===== src/rtl/irqctl.sv =====
`default_nettype none
// ============================================================================
// Module      : irqctl
// Description : Prioritised interrupt controller with a four-register uC bus
//               interface (PEND, MASK, VEC, EDGE). One request is delivered
//               to the CPU at a time. It is acknowledged by reading VEC and
//               closed by writing VEC (end-of-interrupt).
//               Optional macro IRQCTL_EDGE_EN adds the EDGE register and
//               per-source rising-edge detection. Without the macro, every
//               source is level-sensitive.
// Revision    : 1.0 - initial release
// ============================================================================
module irqctl #(
    parameter int N_SRC = 8
) (
    input  logic              clk_i,
    input  logic              rstn_i,
    input  logic [N_SRC-1:0]  irq_src_i,
    input  logic              sel_i,
    input  logic              read_i,
    input  logic              write_i,
    input  logic [1:0]        addr_i,
    input  logic [15:0]       data_i,
    output logic [15:0]       data_o,
    output logic              irq_o
);

    localparam logic [1:0] ADDR_PEND = 2'd0;
    localparam logic [1:0] ADDR_MASK = 2'd1;
    localparam logic [1:0] ADDR_VEC  = 2'd2;
    localparam logic [1:0] ADDR_EDGE = 2'd3;

    typedef enum logic [1:0] {
        ST_IDLE    = 2'd0,
        ST_REQ     = 2'd1,
        ST_SERVICE = 2'd2
    } state_t;

    state_t           state;
    logic [N_SRC-1:0] pend;
    logic [N_SRC-1:0] pend_next;
    logic [N_SRC-1:0] mask;
    logic [N_SRC-1:0] active;
    logic [3:0]       vector_q;
    logic [3:0]       prio_idx;
    logic [1:0]       addr_q;
    logic             rd_strobe;
    logic             wr_strobe;
    logic             vec_rd;
    logic             vec_wr;
    logic             unused_data;

    assign rd_strobe   = sel_i & read_i;
    assign wr_strobe   = sel_i & write_i;
    assign vec_rd      = rd_strobe && (addr_i == ADDR_VEC);
    assign vec_wr      = wr_strobe && (addr_i == ADDR_VEC);
    assign active      = pend & mask;
    assign unused_data = ^data_i;

    // Fixed priority: the lowest-numbered active source wins.
    always_comb begin
        prio_idx = '0;
        for (int i = N_SRC - 1; i >= 0; i--) begin
            if (active[i]) prio_idx = 4'(i);
        end
    end

`ifdef IRQCTL_EDGE_EN
    logic [N_SRC-1:0] src_q;
    logic [N_SRC-1:0] edge_sel;
    logic [N_SRC-1:0] w1c;
    logic [N_SRC-1:0] ack_clr;

    // The acknowledged source's pending bit is cleared if that source is edge-triggered.
    always_comb begin
        ack_clr = '0;
        for (int i = 0; i < N_SRC; i++) begin
            ack_clr[i] = (state == ST_REQ) && vec_rd && (|active) && (prio_idx == 4'(i));
        end
    end

    assign w1c = (wr_strobe && (addr_i == ADDR_PEND)) ? data_i[N_SRC-1:0] : '0;

    // Edge sources: a new rising edge wins over a same-cycle clear. Level sources follow the input.
    assign pend_next = (edge_sel & ((pend & ~(w1c | ack_clr)) | (irq_src_i & ~src_q)))
                     | (~edge_sel & irq_src_i);

    // Source history for edge detection, and the EDGE configuration register.
    always_ff @(posedge clk_i or negedge rstn_i) begin
        if (!rstn_i) begin
            src_q    <= '0;
            edge_sel <= '0;
        end else begin
            src_q <= irq_src_i;
            if (wr_strobe && (addr_i == ADDR_EDGE)) edge_sel <= data_i[N_SRC-1:0];
        end
    end
`else
    assign pend_next = irq_src_i;
`endif

    // Pending and mask registers, plus the latched read address.
    always_ff @(posedge clk_i or negedge rstn_i) begin
        if (!rstn_i) begin
            pend   <= '0;
            mask   <= '0;
            addr_q <= ADDR_PEND;
        end else begin
            pend <= pend_next;
            if (wr_strobe && (addr_i == ADDR_MASK)) mask <= data_i[N_SRC-1:0];
            if (rd_strobe) addr_q <= addr_i;
        end
    end

    // Request/acknowledge/EOI sequencing. irq_o is high exactly while in REQ.
    always_ff @(posedge clk_i or negedge rstn_i) begin
        if (!rstn_i) begin
            state    <= ST_IDLE;
            irq_o    <= 1'b0;
            vector_q <= '0;
        end else begin
            case (state)
                ST_IDLE: begin
                    if (|active) begin
                        state <= ST_REQ;
                        irq_o <= 1'b1;
                    end
                end
                ST_REQ: begin
                    if (vec_rd) begin
                        irq_o <= 1'b0;
                        if (|active) begin
                            vector_q <= prio_idx;
                            state    <= ST_SERVICE;
                        end else begin
                            state <= ST_IDLE;
                        end
                    end else if (!(|active)) begin
                        state <= ST_IDLE;
                        irq_o <= 1'b0;
                    end
                end
                ST_SERVICE: begin
                    if (vec_wr) state <= ST_IDLE;
                end
                default: begin
                    state <= ST_IDLE;
                    irq_o <= 1'b0;
                end
            endcase
        end
    end

    // Read data decodes the address captured by the previous read strobe.
    always_comb begin
        data_o = '0;
        case (addr_q)
            ADDR_PEND: data_o[N_SRC-1:0] = pend;
            ADDR_MASK: data_o[N_SRC-1:0] = mask;
            ADDR_VEC: begin
                data_o[15]  = (state == ST_SERVICE);
                data_o[3:0] = vector_q;
            end
`ifdef IRQCTL_EDGE_EN
            ADDR_EDGE: data_o[N_SRC-1:0] = edge_sel;
`endif
            default: data_o = '0;
        endcase
    end

endmodule
`default_nettype wire


===== config.mk =====
export PLATFORM = sky130hd
export DESIGN_NAME = irqctl
export DESIGN_NICKNAME = d
export VERILOG_FILES = /design/src/rtl/irqctl.sv
export SDC_FILE = /design/constraint.sdc
export NUM_CORES = 1
export LEC_CHECK = 0
export ABC_CLOCK_PERIOD_IN_PS = 2200
export CORE_ASPECT_RATIO = 0.5
export CORE_MARGIN = 5
export CORE_UTILIZATION = 42
export DETAILED_ROUTE_END_ITERATION = 16
export PLACE_DENSITY = 0.79
export SETUP_SLACK_MARGIN = 0.05
export SLEW_MARGIN = 20
export SYNTH_ARGS = -nofsm -noshare
export SYNTH_HDL_FRONTEND = slang
export SYNTH_SLANG_ARGS = --single-unit
export TNS_END_PERCENT = 20

===== constraint.sdc =====
create_clock -name clk_i -period 2.2 [get_ports clk_i]
set_clock_uncertainty 0.15 [all_clocks]
set_input_delay 0.33 -clock clk_i [delete_from_list [all_inputs] [get_ports clk_i]]
set_output_delay 0.33 -clock clk_i [all_outputs]
set_load 0.01 [all_outputs]

; ---- Yosys cells after proc, flatten, opt, wreduce, memory -nomap -nowiden
; Cells that the tools add are included.
[word_totals]
out_inout_bits = 17
inputBits = 31
elab_cells = 49
regBits = 25
[op_classes]
n_reduce_logical = 9
n_bitwise = 4
n_eq_ne = 9
muxes = 21
[op_table]
columns = cell, n
row1 = $mux 4, 5
row2 = $pmux 4 s3, 1
row3 = $mux 2, 5
row4 = $mux 3, 3
row5 = $reduce_and 3->1, 3
row6 = $and 8x8->8, 1
row7 = $pmux 4 s2, 1
row8 = $reduce_or 8->1, 1
row9 = $eq 2x1->1 const B, 3
row10 = $eq 2x2->1 const B, 3
row11 = $pmux 2 s3, 1
row12 = $logic_not 2->1, 2
row13 = $mux 1, 4
row14 = $ne 2x2->1 const B, 2
row15 = $logic_and 1x1->1, 3
row16 = $ne 3x3->1 const B, 1
row17 = $pmux 1 s3, 1
row18 = $and 1x1->1, 2
row19 = $not 1->1, 1

; ---- Longest topological paths before layout
; Gate-level depths: netlist of run 1.
[depth]
depth_word = 9
ltp_mapped = 4
ltp_nobuf = 4

; ---- Least setup slack after synthesis of run 1
; Ideal clock, no wire load.
[synth_path]
path_kind = reg-to-output
startpoint = register addr_q[1]
endpoint = output data_o[15]
arrival_time_ps = 1125
path_buffers = 1
setup_slack_ps = 595
path_stages_with_launch = 4
t_required_ps = 1720
path_cell_list = dfrtp_1 -> clkbuf_1 -> nor2b_1 -> nor3b_1
[synth_between]
elab_chain_len = 2
[synth_lines]
columns = element, line
row1 = "start, declared", 46  ; logic [1:0] addr_q;
row2 = "start signal, assigned", 111  ; if (rd_strobe) addr_q <= addr_i;
row3 = $eq 2x2->1, 157  ; case (addr_q)
row4 = $mux 1, 157
row5 = "end, declared", 24  ; output logic [15:0] data_o,
; Every way passes these cells.

; ---- Final worst setup path of run 1
[layout_path]
startpoint = register addr_q[0]
endpoint = output data_o[3]
[layout_between]
elab_chain_len = 2
word_cells_on_any_way = 4
cone_classes = 2 x eq/ne / 1 x mux / 1 x reduce/logical
[layout_lines]
columns = element, line
row1 = "$eq 2x2->1, or another cell as far along", 157
row2 = $pmux 4 s3 *, 157
; Mark *: on every way between the ends. The rest lies on a longest branch, timed or not.

==> flow_metrics.tcl, run 1 <==
set metrics [dict create \
    fin_crit_ns 2.00 \
    synth_top_family_by_area "multiplexers" \
    htree_levels 1 \
    finalCritPeriodShare_pct 90.8 \
    synth.area.mux_share_pct 19.0 \
    clk_pin_slew_worst_paths_ns 0.08 \
    seq_area_sq_um 602 \
    cts_sinks 24 \
    synth_xor_area_share_pct 0 \
    root_buffer "clkbuf_8" \
    clk-insertion-delay-late_ns 0.27 \
    nFillCells 244 \
    worstSetupStartpoint "addr_q[0]$_DFFE_PN0P_" \
    crit-reg2reg-capture "vector_q[0]$_DFFE_PN0P_" \
    synth.avg_cell_area_sq_um 11.3 \
    post_dp_cell_area_sq_um 1530 \
    mappedNetlistArea_sq_um 1170 \
    drtIter0Drc 40 \
    coreArea_sq_um 2620 \
    place_hpwl_mm 1.95 \
    nets 173 \
    overflow 0 \
    status "completed" \
    drt_pre_antenna_iters 4 \
    synth_simple_gate_area_share_pct 10.4 \
    die_y_microns 47.3 \
    die_w_microns 84.6 \
    cts-buffers-inserted 3 \
    ys.flop_type "dfrtp_1" \
    leakage_nw 0.730 \
    synth_area_leaders "dfrtp_1, mux2_2, mux2i_1" \
    grt_pass1_vias 875 \
    fin_tns_setup_ns 0 \
    yosys-top-cells-count "dfrtp_1, nand2_1, mux2_2, mux2i_1" \
    r2r-start "mask[2]$_DFFE_PN0P_" \
    area_delta_synth_final_pct 36.7 \
    place.gp.congestion 0.771 \
    clockBufferDepth 2 \
    yosys_warnings 0 \
    finalHoldWorstSlack_ns 0.257 \
    synth_fa_ha_area_share_pct 0 \
    slew_viol_final 0 \
    async_reset_ff_share_pct 100 \
    wl_per_cell_microns 14.0 \
    dp_worst_setup_slack_ns 0.0589 \
    peakVddDrop_mv 0.500 \
    ys_ff_latch 24 \
    cp_slowest_stage_delay_ns 0.54 \
    finalHoldViolCount 0 \
    io_pins 48 \
    cp-end-kind "output port" \
    cp_cell_sequence "mux2i_1, nor2_1, clkdlybuf4s50_1" \
    power_density_nw_per_um2 852 \
    post-route-drc-count 0 \
    synthCells 103 \
    fp.dieArea_sq_um 4000 \
    row_count 13 \
    hold_path_class "in2async" \
    yosysMostFrequentCell "dfrtp_1" \
    critical_path_class "reg2out" \
    cap_violations 0 \
    yosysSeqAreaShare_pct 51.4 \
    rsz0062_at_grt "no" \
    synth_edf_count 0 \
    cts_tree "done" \
    grt_max_degree 25 \
    track_usage_pct 12.6 \
    critical_path_buf_inv_count 1 \
    grt_pass1_wl_mm 3.93 \
    setup_viol 0 \
    place.port_buffers 32 \
    synth_top_area_share_pct 51.4 \
    reg2reg_slack_ns 0.55 \
    cp_slowest_cell "clkdlybuf4s50_1" \
    synth_area_leader_cell "dfrtp_1" \
    worstRegToRegCells 3 \
    final_area_sq_um 1600 \
    antenna_found_initial 0 \
    drive_gt1_share_pct 16.3 \
    diodes 0 \
    ys_types 26 \
    path_delay_family "buffers and inverters" \
    fmax_mhz 501 \
    drt_wl_total_mm 2.48 \
    vias_per_cell 5.01 \
    synth-compound-area-share_pct 12.6 \
    initial_core_util_pct 44.6 \
    multi_input_area_sq_um 517 \
    worstPathRequired_ns 1.72 \
    routed-via-count 892 \
    p_total_mw 1.36 \
    crit_arrival_ns 1.52 \
    worst_slack_ns 0.203 \
    ant_nets 0 \
    critPathMaxFanout 6 \
    cp-start-kind "flop" \
]
final cells by class:
cell class / count / area share (%)
Clock buffer: 3 / 2.59
Clock inverter: 1 / 1.88
Inverter: 3 / 0.706
Multi-Input combinational cell: 73 / 32.4
Sequential cell: 24 / 37.7
Tap cell: 37 / 2.90
Timing Repair Buffer: 37 / 21.8
worst register-to-register path, stage by stage (launching register included):
cell     delay [ns]
dfrtp_1        0.42
a22oi_1        0.35
a311o_2        0.31
mux2_4         0.31
metrics by stage:
| stage | cells | utilization (%) |
|---|---|---|
| after floorplan | 109 | - |
| after global placement | 174 | 58.5 |
| after detailed placement | 174 | 58.5 |
| after CTS | 178 | 60.9 |
| after global routing | 178 | 60.9 |
| final | 178 | 60.9 |
power by group:
group	switching [mW]	internal, mW	total (mW)
Sequential	0.0833	0.526	0.609
Combinational	0.154	0.213	0.367
Clock	0.139	0.243	0.382
Total	0.377	0.982	1.36
how the worst max path moves through the flow:
stage | to | depth (start not counted)
after floorplan | data_o[15] | 3
after global placement | vector_q[1]$_DFFE_PN0P_ | 5
after detailed placement | vector_q[0]$_DFFE_PN0P_ | 5
after CTS | data_o[3] | 3
after global routing | data_o[3] | 3
final | data_o[3] | 3
state kept, by name, indices dropped and copies added (netlist names):
register,cells
addr_q,2
irq_o,1
mask,8
pend,8
state,2
vector_q,3
cells by family (layout without fill, tap and decap cells):
| kind of cell | count (synthesis) | after routing |
|---|---|---|
| other cells | 1 | 7 |
| compound gates | 20 | 20 |
| simple gates | 26 | 26 |
| buf+inv | 12 | 44 |
| flops | 24 | 24 |
| mux | 20 | 20 |
cells in the final DEF, fill, tap and decap left out, types with 2 or more instances in the layout:
master | netlist | layout
a22o_1 | 2 | 2
a22oi_1 | 5 | 5
and2_1 | 2 | 2
buf_4 | 7 | 5
clkbuf_8 | 0 | 3
clkdlybuf4s50_1 | 0 | 24
conb_1 | 1 | 7
dfrtp_1 | 24 | 23
dlygate4sd2_1 | 0 | 8
inv_1 | 3 | 3
mux2_2 | 9 | 9
mux2_4 | 2 | 2
mux2i_1 | 9 | 9
nand2_1 | 10 | 10
nand3_1 | 2 | 2
nand4_1 | 2 | 2
nor2_1 | 7 | 7
o211ai_1 | 2 | 2
o21ai_0 | 6 | 6
what timing repair did:
action | 4_1_cts | 5_1_grt
hold buffers | 0 | 0
setup endpoints to repair | 8 | 0
resized for setup | 9 | 0
buffers inserted | 0 | 0
metal layers:
metal,GRT usage (%),vias to the layer above,share of wire (%)
met2,21.5,24,46
li1,-,434,-
met3,3.33,2,6.2
met1,16.8,432,47
met5,0,-,0
met4,2.84,0,0.56
No activity file was read; power rests on OpenSTA's default activity.
==> inputs of run 2 (changes only) <==
- CORE_ASPECT_RATIO: 0.5 -> 1.1
==> run 2 against run 1 <==
Net effect:
- final area decreased by 1.3%
- critical endpoint is now data_o[2]
- count of clock-buffer cells in the layout unchanged
- largest power group unchanged
- via count increased by 3.8%
- hold slack got worse by 0.060 ns
- sequential power decreased by 1%
- die area decreased by 1.6%
- non-clock buffer count unchanged
- maximum frequency increased by 1.9%
- cell count decreased by 2.2%
- wire length increased by 1.5%
- global-route usage increased by 1.3 points
- combinational power increased by 1%
==> flow_metrics.tcl, run 2 (same netlist as run 1, synthesis figures left out) <==
set metrics [dict create \
    clockBufferDepth 2 \
    wl_per_cell_microns 14.5 \
    vias_per_cell 5.32 \
    cp_cell_sequence "buf_4, mux2i_1, o21ai_0, dlygate4sd2_1" \
    antenna_found_initial 0 \
    status "completed" \
    htree_levels 1 \
    finalHoldWorstSlack_ns 0.197 \
    track_usage_pct 13.9 \
    cp_slowest_stage_delay_ns 0.43 \
    overflow 0 \
    intPower_uw 922 \
    cts-buffers-inserted 3 \
    die_y_microns 65.3 \
    clk_pin_slew_worst_paths_ns 0.14 \
    cp-start-kind "flop" \
    p_seq_share_pct 46.6 \
    post-route-drc-count 0 \
    hold_path_class "in2async" \
    slew_viol_final 0 \
    rsz0062_at_grt "no" \
    grt_max_degree 25 \
    place.gp.congestion 0.826 \
    drt_pre_antenna_iters 4 \
    coreArea_sq_um 2730 \
    critical_path_class "reg2out" \
    r2r-start "mask[1]$_DFFE_PN0P_" \
    die_w_microns 60.3 \
    place.port_buffers 32 \
    cts_sinks 24 \
    worstSetupStartpoint "addr_q[0]$_DFFE_PN0P_" \
    cp_slowest_cell "dfrtp_1" \
    fp.dieArea_sq_um 3940 \
    routed-via-count 926 \
    area_delta_synth_final_pct 34.9 \
    nets 173 \
    ant_nets 0 \
    clk-insertion-delay-late_ns 0.32 \
    cts_tree "done" \
    place_hpwl_mm 1.99 \
    drive_gt1_share_pct 16.3 \
    worstPathRequired_ns 1.72 \
    finalHoldViolCount 0 \
    io_pins 48 \
    finalCritPeriodShare_pct 89.1 \
    cp-end-kind "output port" \
    row_count 20 \
    hold_buffers 0 \
    setup_viol 0 \
    crit_arrival_ns 1.48 \
    fin_crit_ns 1.96 \
    layout_common_cells "dfrtp_1, clkdlybuf4s50_1, nand2_1" \
    leakage_nw 0.737 \
    reg2reg_slack_ns 0.55 \
    swShare_pct 28.4 \
    initial_core_util_pct 42.8 \
    final_common_cell "dfrtp_1" \
    grt_pass1_vias 915 \
    p_total_mw 1.29 \
    fmax_mhz 510 \
    peakVddDrop_mv 0.501 \
    power_frac_comb_pct 28.8 \
    p_switching_uw 367 \
    critPathMaxFanout 4 \
    root_buffer "clkbuf_4" \
    nFillCells 239 \
    pwr-share-clk_pct 24.7 \
    diodes 0 \
    drt_wl_total_mm 2.52 \
    drtIter0Drc 35 \
    cap_violations 0 \
    fin_tns_setup_ns 0 \
    power_density_nw_per_um2 818 \
    grt_pass1_wl_mm 4.11 \
    top_regs "mask (8), pend (8), vector_q (3)" \
]
## run 2: cell types whose count changed in the layout (fill, tap and decap cells not counted), sizes merged
cell and delta:
dlymetal6s2s +1, clkdlybuf4s50 -1
## run 2: layer usage
metal | vias up | share of wire (%) | track usage (%)
met5 | - | 0 | 0
met4 | 0 | 1.4 | 4.16
met3 | 6 | 7.1 | 3.14
met2 | 35 | 54 | 25.5
met1 | 451 | 38 | 15.6
li1 | 434 | - | -
## run 2: metrics by stage
stage               instances  utilization, %  area [sq um]  setup WS (ns)
floorplan                 109               -          1190          0.595
global placement          170            56.0          1530          0.104
detailed placement        170            56.0          1530         0.0894
CTS                       174            57.7          1570         0.0523
global route              174            57.8          1580          0.139
finish                    174            57.8          1580          0.239
## run 2: worst max-delay path: cells and delay by family, from the launching register on
kind	cells	cell delay, ns
mux	1	0.11
flops	1	0.43
buf+inv	2	0.46
compound gates	1	0.17
## run 2: timing repair
item                       4_1_cts  5_1_grt
buffers inserted                 0        0
resized for setup                9        1
setup endpoints to repair        6        1
## run 2: final timing paths
check	depth (start not counted)	to
min in group clk_i	1	pend[2]$_DFF_PN0_
hold / removal	2	mask[1]$_DFFE_PN0P_
setup / recovery	4	data_o[2]
hold reg to reg	1	irq_o$_DFFE_PN0P_
setup reg to reg	3	vector_q[1]$_DFFE_PN0P_
max in group asynchronous	2	state[0]$_DFFE_PN0P_
## run 2: layout make-up
cell class	instances	area (sq um)	share of cell area, %
repair buffers	37	350	22.2
inverters	3	11.3	0.715
well taps	33	41.3	2.62
multi-input cells	73	519	33.0
flip-flops and latches	24	601	38.1
clock buffers	3	22.5	1.43
clock inverters	1	30.0	1.91
## run 2: power groups by stage
stage / Clock [mW] / Sequential (mW) / Combinational (mW)
global route: 0.337 / 0.616 / 0.411
CTS: 0.320 / 0.601 / 0.377
floorplan: 0 / 0.592 / 0.228
global placement: 0 / 0.602 / 0.384
detailed placement: 0 / 0.610 / 0.394
finish: 0.318 / 0.600 / 0.371
